$ cat config.mk
export PLATFORM = sky130hd
export DESIGN_NAME = out_port_arbiter
export DESIGN_NICKNAME = d
export VERILOG_FILES = /design/src/rtl/out_port_pkg.sv /design/src/rtl/out_port_arbiter_rr_pick.sv /design/src/rtl/out_port_arbiter.sv
export SDC_FILE = /design/constraint.sdc
export NUM_CORES = 1
export LEC_CHECK = 0
export ABC_AREA = 1
export ABC_CLOCK_PERIOD_IN_PS = 5300
export CAP_MARGIN = 20
export CELL_PAD_IN_SITES_DETAIL_PLACEMENT = 0
export CELL_PAD_IN_SITES_GLOBAL_PLACEMENT = 1
export CORE_UTILIZATION = 36
export CTS_CLUSTER_SIZE = 40
export DETAILED_ROUTE_END_ITERATION = 7
export HOLD_SLACK_MARGIN = 0.15
export PLACE_DENSITY_LB_ADDON = 0.1
export SYNTH_ARGS = -nofsm -noshare
export SYNTH_HDL_FRONTEND = slang
export SYNTH_SLANG_ARGS = --single-unit
$ cat constraint.sdc
create_clock -name i_clk -period 5.3 [get_ports i_clk]
set_clock_uncertainty 0.15 [all_clocks]
set_input_delay 0.795 -clock i_clk [delete_from_list [all_inputs] [get_ports i_clk]]
set_output_delay 0.795 -clock i_clk [all_outputs]
set_load 0.01 [all_outputs]
$ cat src/rtl/out_port_pkg.sv
// Shared types and constants for the output-port arbiter.
// State encoding, default data width and hold-counter width helper.
package out_port_pkg;

  typedef enum logic [1:0] {
    ST_IDLE = 2'd0,
    ST_LOAD = 2'd1,
    ST_HOLD = 2'd2
  } state_t;

  localparam int DATA_W_DEF = 8;

  // The counter only has to reach HOLD_CYC-1, but it always needs at least one bit.
  function automatic int hold_cnt_w(input int hold_cyc);
    return (hold_cyc > 1) ? $clog2(hold_cyc) : 1;
  endfunction

endpackage

$ cat src/rtl/out_port_arbiter_rr_pick.sv
// Combinational N_REQ-way round-robin picker: the search starts one past i_ptr and wraps.
// The first active request found becomes the one-hot grant and its index.
module rr_pick #(
  parameter int N_REQ = 4
) (
  input  logic [N_REQ-1:0]         i_req,
  input  logic [$clog2(N_REQ)-1:0] i_ptr,
  output logic [N_REQ-1:0]         o_grant,
  output logic [$clog2(N_REQ)-1:0] o_idx,
  output logic                     o_valid
);
  localparam int ID_W = $clog2(N_REQ);

  int              w_cand;
  logic [ID_W-1:0] w_cand_idx;

  always_comb begin
    o_grant    = '0;
    o_idx      = '0;
    o_valid    = 1'b0;
    w_cand     = 0;
    w_cand_idx = '0;
    for (int k = 1; k <= N_REQ; k++) begin
      w_cand     = (int'(i_ptr) + k) % N_REQ;
      w_cand_idx = ID_W'(w_cand);
      if (!o_valid && i_req[w_cand_idx]) begin
        o_valid             = 1'b1;
        o_idx               = w_cand_idx;
        o_grant[w_cand_idx] = 1'b1;
      end
    end
  end

endmodule

$ cat src/rtl/out_port_arbiter.sv
// Arbitrates N_REQ requesters onto one output-port register with a minimum hold time.
// Define OUT_ARB_FIXED_PRIO_EN for fixed priority (lowest index wins); the default is round-robin.
module out_port_arbiter
  import out_port_pkg::*;
#(
  parameter int N_REQ    = 4,
  parameter int DATA_W   = DATA_W_DEF,
  parameter int HOLD_CYC = 4
) (
  input  logic                      i_clk,
  input  logic                      i_rst,
  input  logic [N_REQ-1:0]          i_req,
  input  logic [N_REQ*DATA_W-1:0]   i_req_data,
  output logic [N_REQ-1:0]          o_ack,
  output logic [DATA_W-1:0]         o_out_port_load,
  output logic                      o_load_en,
  output logic [$clog2(N_REQ)-1:0]  o_grant_id,
  output logic                      o_busy,
  output state_t                    o_dbg_state
);
  localparam int ID_W  = $clog2(N_REQ);
  localparam int CNT_W = hold_cnt_w(HOLD_CYC);

  // Handshake: a requester holds i_req (with stable data) until it sees its o_ack pulse,
  // then drops i_req the next cycle. Only requests sampled in IDLE are considered.
  state_t             r_state;
  state_t             w_state_nxt;
  logic [CNT_W-1:0]   r_cnt;
  logic [ID_W-1:0]    r_ptr;
  logic [N_REQ-1:0]   r_ack;
  logic               r_load_en;
  logic [DATA_W-1:0]  r_data;
  logic [ID_W-1:0]    r_gid;

  logic [N_REQ-1:0]   w_grant;
  logic [ID_W-1:0]    w_idx;
  logic               w_valid;

`ifdef OUT_ARB_FIXED_PRIO_EN
  // Scan downward so the lowest active index is the last one written.
  always_comb begin
    w_grant = '0;
    w_idx   = '0;
    w_valid = 1'b0;
    for (int i = N_REQ - 1; i >= 0; i--) begin
      if (i_req[i]) begin
        w_valid = 1'b1;
        w_idx   = ID_W'(i);
      end
    end
    if (w_valid) w_grant[w_idx] = 1'b1;
  end
`else
  rr_pick #(.N_REQ(N_REQ)) u_rr_pick (
    .i_req   (i_req),
    .i_ptr   (r_ptr),
    .o_grant (w_grant),
    .o_idx   (w_idx),
    .o_valid (w_valid)
  );
`endif

  always_comb begin
    w_state_nxt = r_state;
    case (r_state)
      ST_IDLE: if (w_valid) w_state_nxt = ST_LOAD;
      ST_LOAD: w_state_nxt = ST_HOLD;
      ST_HOLD: if (r_cnt == '0) w_state_nxt = ST_IDLE;
      default: w_state_nxt = ST_IDLE;
    endcase
  end

  always_ff @(posedge i_clk or posedge i_rst) begin
    if (i_rst) begin
      r_state   <= ST_IDLE;
      r_cnt     <= '0;
      r_ptr     <= ID_W'(N_REQ - 1);
      r_ack     <= '0;
      r_load_en <= 1'b0;
      r_data    <= '0;
      r_gid     <= '0;
    end else begin
      r_state   <= w_state_nxt;
      r_ack     <= '0;
      r_load_en <= 1'b0;
      if (r_state == ST_IDLE && w_valid) begin
        r_ack     <= w_grant;
        r_load_en <= 1'b1;
        r_data    <= i_req_data[int'(w_idx)*DATA_W +: DATA_W];
        r_gid     <= w_idx;
        r_ptr     <= w_idx;
      end
      if (r_state == ST_LOAD) r_cnt <= CNT_W'(HOLD_CYC - 1);
      if (r_state == ST_HOLD && r_cnt != '0) r_cnt <= r_cnt - 1'b1;
    end
  end

  assign o_ack           = r_ack;
  assign o_load_en       = r_load_en;
  assign o_out_port_load = r_data;
  assign o_grant_id      = r_gid;
  assign o_busy          = (r_state != ST_IDLE);
  assign o_dbg_state     = r_state;

endmodule
After elaboration in Yosys (flattened, before gate mapping) --
Cells that the tools add are included.
Operators by class: equality and inequality tests 4, reduce and logical (&&, ||, !) cells 18, muxes and demuxes 35, $add $sub $neg 5, bitwise gates (word level) 3, shift operators 1, divide/modulo/power cells 0, $mul 0, order comparisons 8
Operators by type and width (number):
- $shiftx A32 B6 Y8 | 1
- $mux W4 | 5
- $mux W2 | 8
- $mux W1 | 13
- $lt A2 B3 Y1 const B | 4
- $or A4 B4 Y4 | 3
- $logic_and A1 B1 Y1 | 9
- $bmux W1 S2 | 4
- $demux W1 S2 | 4
- $ge A2 B1 Y1 const B | 4
- $pmux W2 S3 | 1
- $reduce_bool A2 Y1 | 3
- $add A2 B1 Y2 const B | 2
- $add A2 B2 Y2 const B | 2
- $logic_not A2 Y1 | 2
- $ne A2 B2 Y1 const B | 2
- $logic_not A1 Y1 | 3
- $eq A2 B1 Y1 const B | 1
- $eq A2 B2 Y1 const B | 1
- $reduce_and A2 Y1 | 1
- $sub A2 B1 Y2 const B | 1
Storage, ports and cells: bits in latches 0, memories kept 0, bits in writable memories 0, ROM bits 0, register bits after elaboration 21, output and inout bits 18

Longest topological paths before layout --
depth after elaboration 15, depth in mapped cells 16, gate-level depth less buffers 15

Modules after synthesis --
From an unflattened synthesis, not the netlist that was laid out.
Second synthesis, totals: cell total of the unflattened synthesis 253, area total of the unflattened synthesis 1709.1 µm²
Modules (own cells, without submodules):
- out_port_arbiter | area each 1251.2 µm², cells an instance 179, seq. area each 528.0 µm², times used 1
- rr_pick | area each 457.9 µm², cells an instance 74, seq. area each 0.0 µm², times used 1

Least setup slack after synthesis --
OpenSTA, ideal clock, no wires.
kind register to register, start point register r_ptr[0], end point register r_data[1] (netlist: o_out_port_load[1]), data required time 5.020 ns, buffers on the path 2, stages on the path, launching flop included 14, arrival time 2.151 ns, slack 2.869 ns, library setup time 0.130 ns, cell sequence dfstp_2 inv_2 buf_6 ha_1 inv_1 nand3_1 nand2_2 a21oi_2 nand2_1 nand3_4 buf_6 or2_0 nand3_1 nand3_1
Between the ends: longest elaborated chain between the ends 14
Ends and longest elaborated chain:
- start, declared | line out_port_arbiter.sv:29 | logic [ID_W-1:0] r_ptr;
- start signal, assigned | line out_port_arbiter.sv:77 | r_ptr <= ID_W'(N_REQ - 1);
- start signal, assigned | line out_port_arbiter.sv:91 | r_ptr <= w_idx;
- $add A2 B1 Y2 | line out_port_arbiter_rr_pick.sv:24 | w_cand = (int'(i_ptr) + k) % N_REQ;
- $bmux W1 S2 | line out_port_arbiter_rr_pick.sv:26 | if (!o_valid && i_req[w_cand_idx]) begin
- $mux W1 (not written as such) | line out_port_arbiter_rr_pick.sv:26
- $mux W1 | line out_port_arbiter_rr_pick.sv:26
- $logic_not A1 Y1 | line out_port_arbiter_rr_pick.sv:26
- $logic_and A1 B1 Y1 | line out_port_arbiter_rr_pick.sv:26
- $mux W1 | line out_port_arbiter_rr_pick.sv:26
- $logic_not A1 Y1 | line out_port_arbiter_rr_pick.sv:26
- $logic_and A1 B1 Y1 | line out_port_arbiter_rr_pick.sv:26
- $mux W1 | line out_port_arbiter_rr_pick.sv:26
- $logic_not A1 Y1 | line out_port_arbiter_rr_pick.sv:26
- $logic_and A1 B1 Y1 | line out_port_arbiter_rr_pick.sv:26
- $mux W2 or $mux W1 (tied branches) | line out_port_arbiter_rr_pick.sv:26
- $shiftx A32 B6 Y8 or $logic_and A1 B1 Y1 (tied branches) | line out_port_arbiter.sv:89, out_port_arbiter.sv:86
- end signal, assigned | line out_port_arbiter.sv:89 | r_data <= i_req_data[int'(w_idx)*DATA_W +: DATA_W];
- end, declared | line out_port_arbiter.sv:32 | logic [DATA_W-1:0] r_data;
Several ways; a longest one is shown, not always the timed one. The select of a mux whose other input is x is not followed. A chain may end at the register's enable or synchronous reset.

Final worst setup path --
start point register r_ptr[0], end point register r_data[3] (netlist: o_out_port_load[3])
Same word-level chain as after synthesis.

==> metrics.cfg <==
[critical_path]
reg2reg_to=o_out_port_load[3]$_DFFE_PP0P_
worstPathMaxFanout=15
timing.critical_path.required_ns=5.30
ff2ff_path_depth=10
crit_start=r_ptr[0]$_DFFE_PP1P_
worst-path-buf-inv=3
r2r_start=r_ptr[0]$_DFFE_PP1P_
worst_setup_sp_type=flip-flop
worst-endpoint-arrival_ns=3.10
crit_path_end_kind=flip-flop
cp_cell_sequence=inv_2, ha_1, inv_1, nand3_1, nand2_2, nand4_4, nand2_2, inv_1, nand2_1, nand2_1
crit_path_max_incr_delay_ns=0.76
critPathSlowestCell=sky130_fd_sc_hd__dfstp_2
path_class=flip-flop to flip-flop
ff2ff_setup_slack_ns=2.19
cpLargestDelayFamily=simple AND/OR/NAND/NOR gates

[placement]
placement.cell_area_mm2=0.002401
dpl_worst_slack_ns=2.194
hpwl_um=3210
buffer_ports.inserted=55
place_inst=370
gp_congestion=0.8558

[global_route]
globalRoute.busiestLayer=met1
grt_util_all_layers=0.1614
number_of_antenna_violations_at_the_first_check_in_global_routing=0
grt_pass1_vias=1428
gr-total-overflow=0
groute.layer.met1.usage=0.2451
maximum_number_of_pins_on_one_net_before_global_route_repair=23
grt_util_met3=0.008230
groute.layer.met2.usage=0.2438
wire_length_of_the_first_global_routing_pass_um=6858

[finish]
antenna_cells_inserted=0
layout-drive-gt1-share=0.1303
fin_util=0.5078
finish.cell_count_without_fillers=374
area.growth.synth_to_final_pct=33.45
finish.instance_area_mm2=0.002446
fill_cells=512
nets=355

[sta]
worst-slew-pin-transition_ns=0.7655
fmax_mhz=321.9
setup_total_negative_slack_ns=0
post-route-worst-setup-slack_ns=2.193
timing.final.hold_violations=0
finalCritPeriodShare=0.5862
timing_max_transition_violations_final=0
layout_min_cycle_time_ns=3.107
setup_viol=0
relSlewSlack=0.4891
final.hold.worst_slack_ns=0.3284
grt_setup_unrepaired=no

[logic_synthesis]
syn_area_mm2=0.001833
yosysSeqAreaShare=0.2881
yosys.area.top_type_share=0.2594
post_synthesis_average_cell_area_um2=7.160
synth_area_leaders=sky130_fd_sc_hd__dfrtp_1 (26%), sky130_fd_sc_hd__nand2_1 (15%), sky130_fd_sc_hd__inv_1 (10%)
synth_area_leader_cell=sky130_fd_sc_hd__dfrtp_1
yosysWarningCount=0
syn-num-nets=303
post_synthesis_register_bit_count=21
yosysUniqueCellTypes=33
post_synthesis_instance_total=256

[clock_network]
cts.repair.resized=0
tritoncts=yes
clk_pin_slew_worst_paths_ns=0.07
cts-htree-levels=1
cts_root_buf=sky130_fd_sc_hd__clkbuf_8
clock-sinks=21
clockBufferDepth=2
post-cts-setup-buffers=0
clock_latency_ns=0.25
ctsHoldBuffers=0
number_of_buffers_inserted_during_clock_tree_synthesis=3

[floorplanning]
floorplan.die.height_um=73.36
core.rowCount=25
core-area_mm2=0.004817
initial_utilization=0.3805
design.die.area_mm2=0.005381
chipWidth_um=73.36
io_pins=56

[flow_run]
drv_cap=0

[detailed_routing]
number_of_search_and_repair_iterations_in_the_first_detailed_routing_pass=4
postRouteAntennaNets=0
overall_routed_net_length_um=4006
drt-vias-per-instance=4.545
routed_wire_length_per_instance_um=10.71
detailroute.via_count=1700
initialDrtViolationCount=86
remaining_drc_errors=0

[pwr]
internal_power_mw=0.7878
leak_pwr_nw=1.292
pwr-share-seq=0.182
power.total_mw=1.714
power.switching_fraction=0.5403
pwr-share-clk=0.058
switching_power_mw=0.9260
pwr-share-comb=0.760
peakVddDrop_v=0.0002450
power.density_mw_per_mm2=700.6

[hold_path]
holdCritStartpoint=o_grant_id[1]$_DFFE_PP0P_
min-delay-path-class=flip-flop to flip-flop
holdPathStages=2
timing.hold.worst_endpoint=o_grant_id[1]$_DFFE_PP0P_

[status]
result_of_the_run=finished, final reports clean

-- synthesized netlist by cell type --
master / n
sky130_fd_sc_hd__o21ai_1: 1
sky130_fd_sc_hd__nand4_4: 1
sky130_fd_sc_hd__inv_4: 1
sky130_fd_sc_hd__buf_6: 3
sky130_fd_sc_hd__dfrtp_1: 19
sky130_fd_sc_hd__nand3_4: 2
sky130_fd_sc_hd__nor2_8: 1
sky130_fd_sc_hd__nor2_1: 6
sky130_fd_sc_hd__dfstp_2: 2
sky130_fd_sc_hd__nand2_1: 72
sky130_fd_sc_hd__o21ai_2: 1
sky130_fd_sc_hd__o211ai_1: 3
sky130_fd_sc_hd__nand3b_1: 1
sky130_fd_sc_hd__clkinv_4: 1
sky130_fd_sc_hd__a21oi_1: 3
sky130_fd_sc_hd__ha_1: 9
sky130_fd_sc_hd__nand2_2: 10
sky130_fd_sc_hd__inv_1: 51
sky130_fd_sc_hd__buf_4: 3
sky130_fd_sc_hd__nand4_1: 2
sky130_fd_sc_hd__nand2_4: 5
sky130_fd_sc_hd__o21ai_0: 8
sky130_fd_sc_hd__nand3_1: 32
sky130_fd_sc_hd__a21oi_2: 1
sky130_fd_sc_hd__nand2_8: 1
sky130_fd_sc_hd__a22oi_1: 2
sky130_fd_sc_hd__nand3_2: 7
sky130_fd_sc_hd__or2_2: 2
sky130_fd_sc_hd__nor3_4: 1
sky130_fd_sc_hd__inv_2: 1
sky130_fd_sc_hd__buf_2: 2
sky130_fd_sc_hd__or2_0: 1
sky130_fd_sc_hd__a21boi_0: 1
-- flip-flops by register name, indices dropped and copies added (netlist names) --
| name | cells |
|---|---|
| o_grant_id | 2 |
| o_out_port_load | 8 |
| o_load_en | 1 |
| r_ptr | 2 |
| r_cnt | 2 |
| o_dbg_state | 2 |
| o_ack | 4 |
-- cells by family after synthesis --
kind of cell	share of synthesized area
simple gates	0.4328
buf+inv	0.1509
flops	0.2881
compound gates	0.06689
fa+ha+maj	0.06143
-- worst max path at each step --
| stage | end | slack [ns] | depth (start not counted) |
|---|---|---|---|
| 2_1_floorplan | o_out_port_load[1]$_DFFE_PP0P_ | 2.87 | 13 |
| 3_3_place_gp | o_ack[0]$_DFF_PP0_ | 2.27 | 10 |
| 3_5_place_dp | o_out_port_load[3]$_DFFE_PP0P_ | 2.19 | 10 |
| 4_1_cts | o_out_port_load[3]$_DFFE_PP0P_ | 2.17 | 10 |
| 5_1_grt | o_out_port_load[3]$_DFFE_PP0P_ | 1.94 | 11 |
| 6_report | o_out_port_load[3]$_DFFE_PP0P_ | 2.19 | 10 |
-- power groups by stage --
stage                     sequential (mW)  clock, mW  combinational, mW
after floorplan                     0.320          0               1.02
after global placement              0.316          0               1.30
after detailed placement            0.314          0               1.31
after CTS                           0.312      0.103               1.32
after global routing                0.323      0.107               1.48
final                               0.312     0.0990               1.30
-- tightest hold or removal path, stage by stage (launching register included) --
cell and delay [ns]:
sky130_fd_sc_hd__dfrtp_1 0.35, sky130_fd_sc_hd__nand2_1 0.05, sky130_fd_sc_hd__nand2_1 0.05
-- final cells by class --
cell class | count | area [um^2] | share of cell area
multi-input cells | 173 | 1028 | 0.4205
clock buffers | 4 | 45.04 | 0.01841
inverters | 54 | 210.2 | 0.08593
repair buffers | 55 | 550.5 | 0.2251
flip-flops and latches | 21 | 528.0 | 0.2159
well taps | 67 | 83.83 | 0.03427
-- cell usage in the layout, fill, tap and decap left out, drive strengths merged --
cell type / count
clkbuf: 4
nand3b: 1
ha: 9
inv: 53
dfstp: 2
nand3: 41
a22oi: 2
nand2: 88
nand4: 3
dfrtp: 19
nor3: 1
clkinv: 1
a21oi: 4
nor2: 7
o21ai: 10
o211ai: 3
clkdlybuf4s50: 55
or2: 3
a21boi: 1
-- per-layer routing --
metal | up-vias | wire [um]
met2 | 43 | 1757
met4 | 0 | 48
met3 | 4 | 161
met1 | 753 | 2037
met5 | - | 0
li1 | 900 | -
No activity file was read; power rests on OpenSTA's default activity.
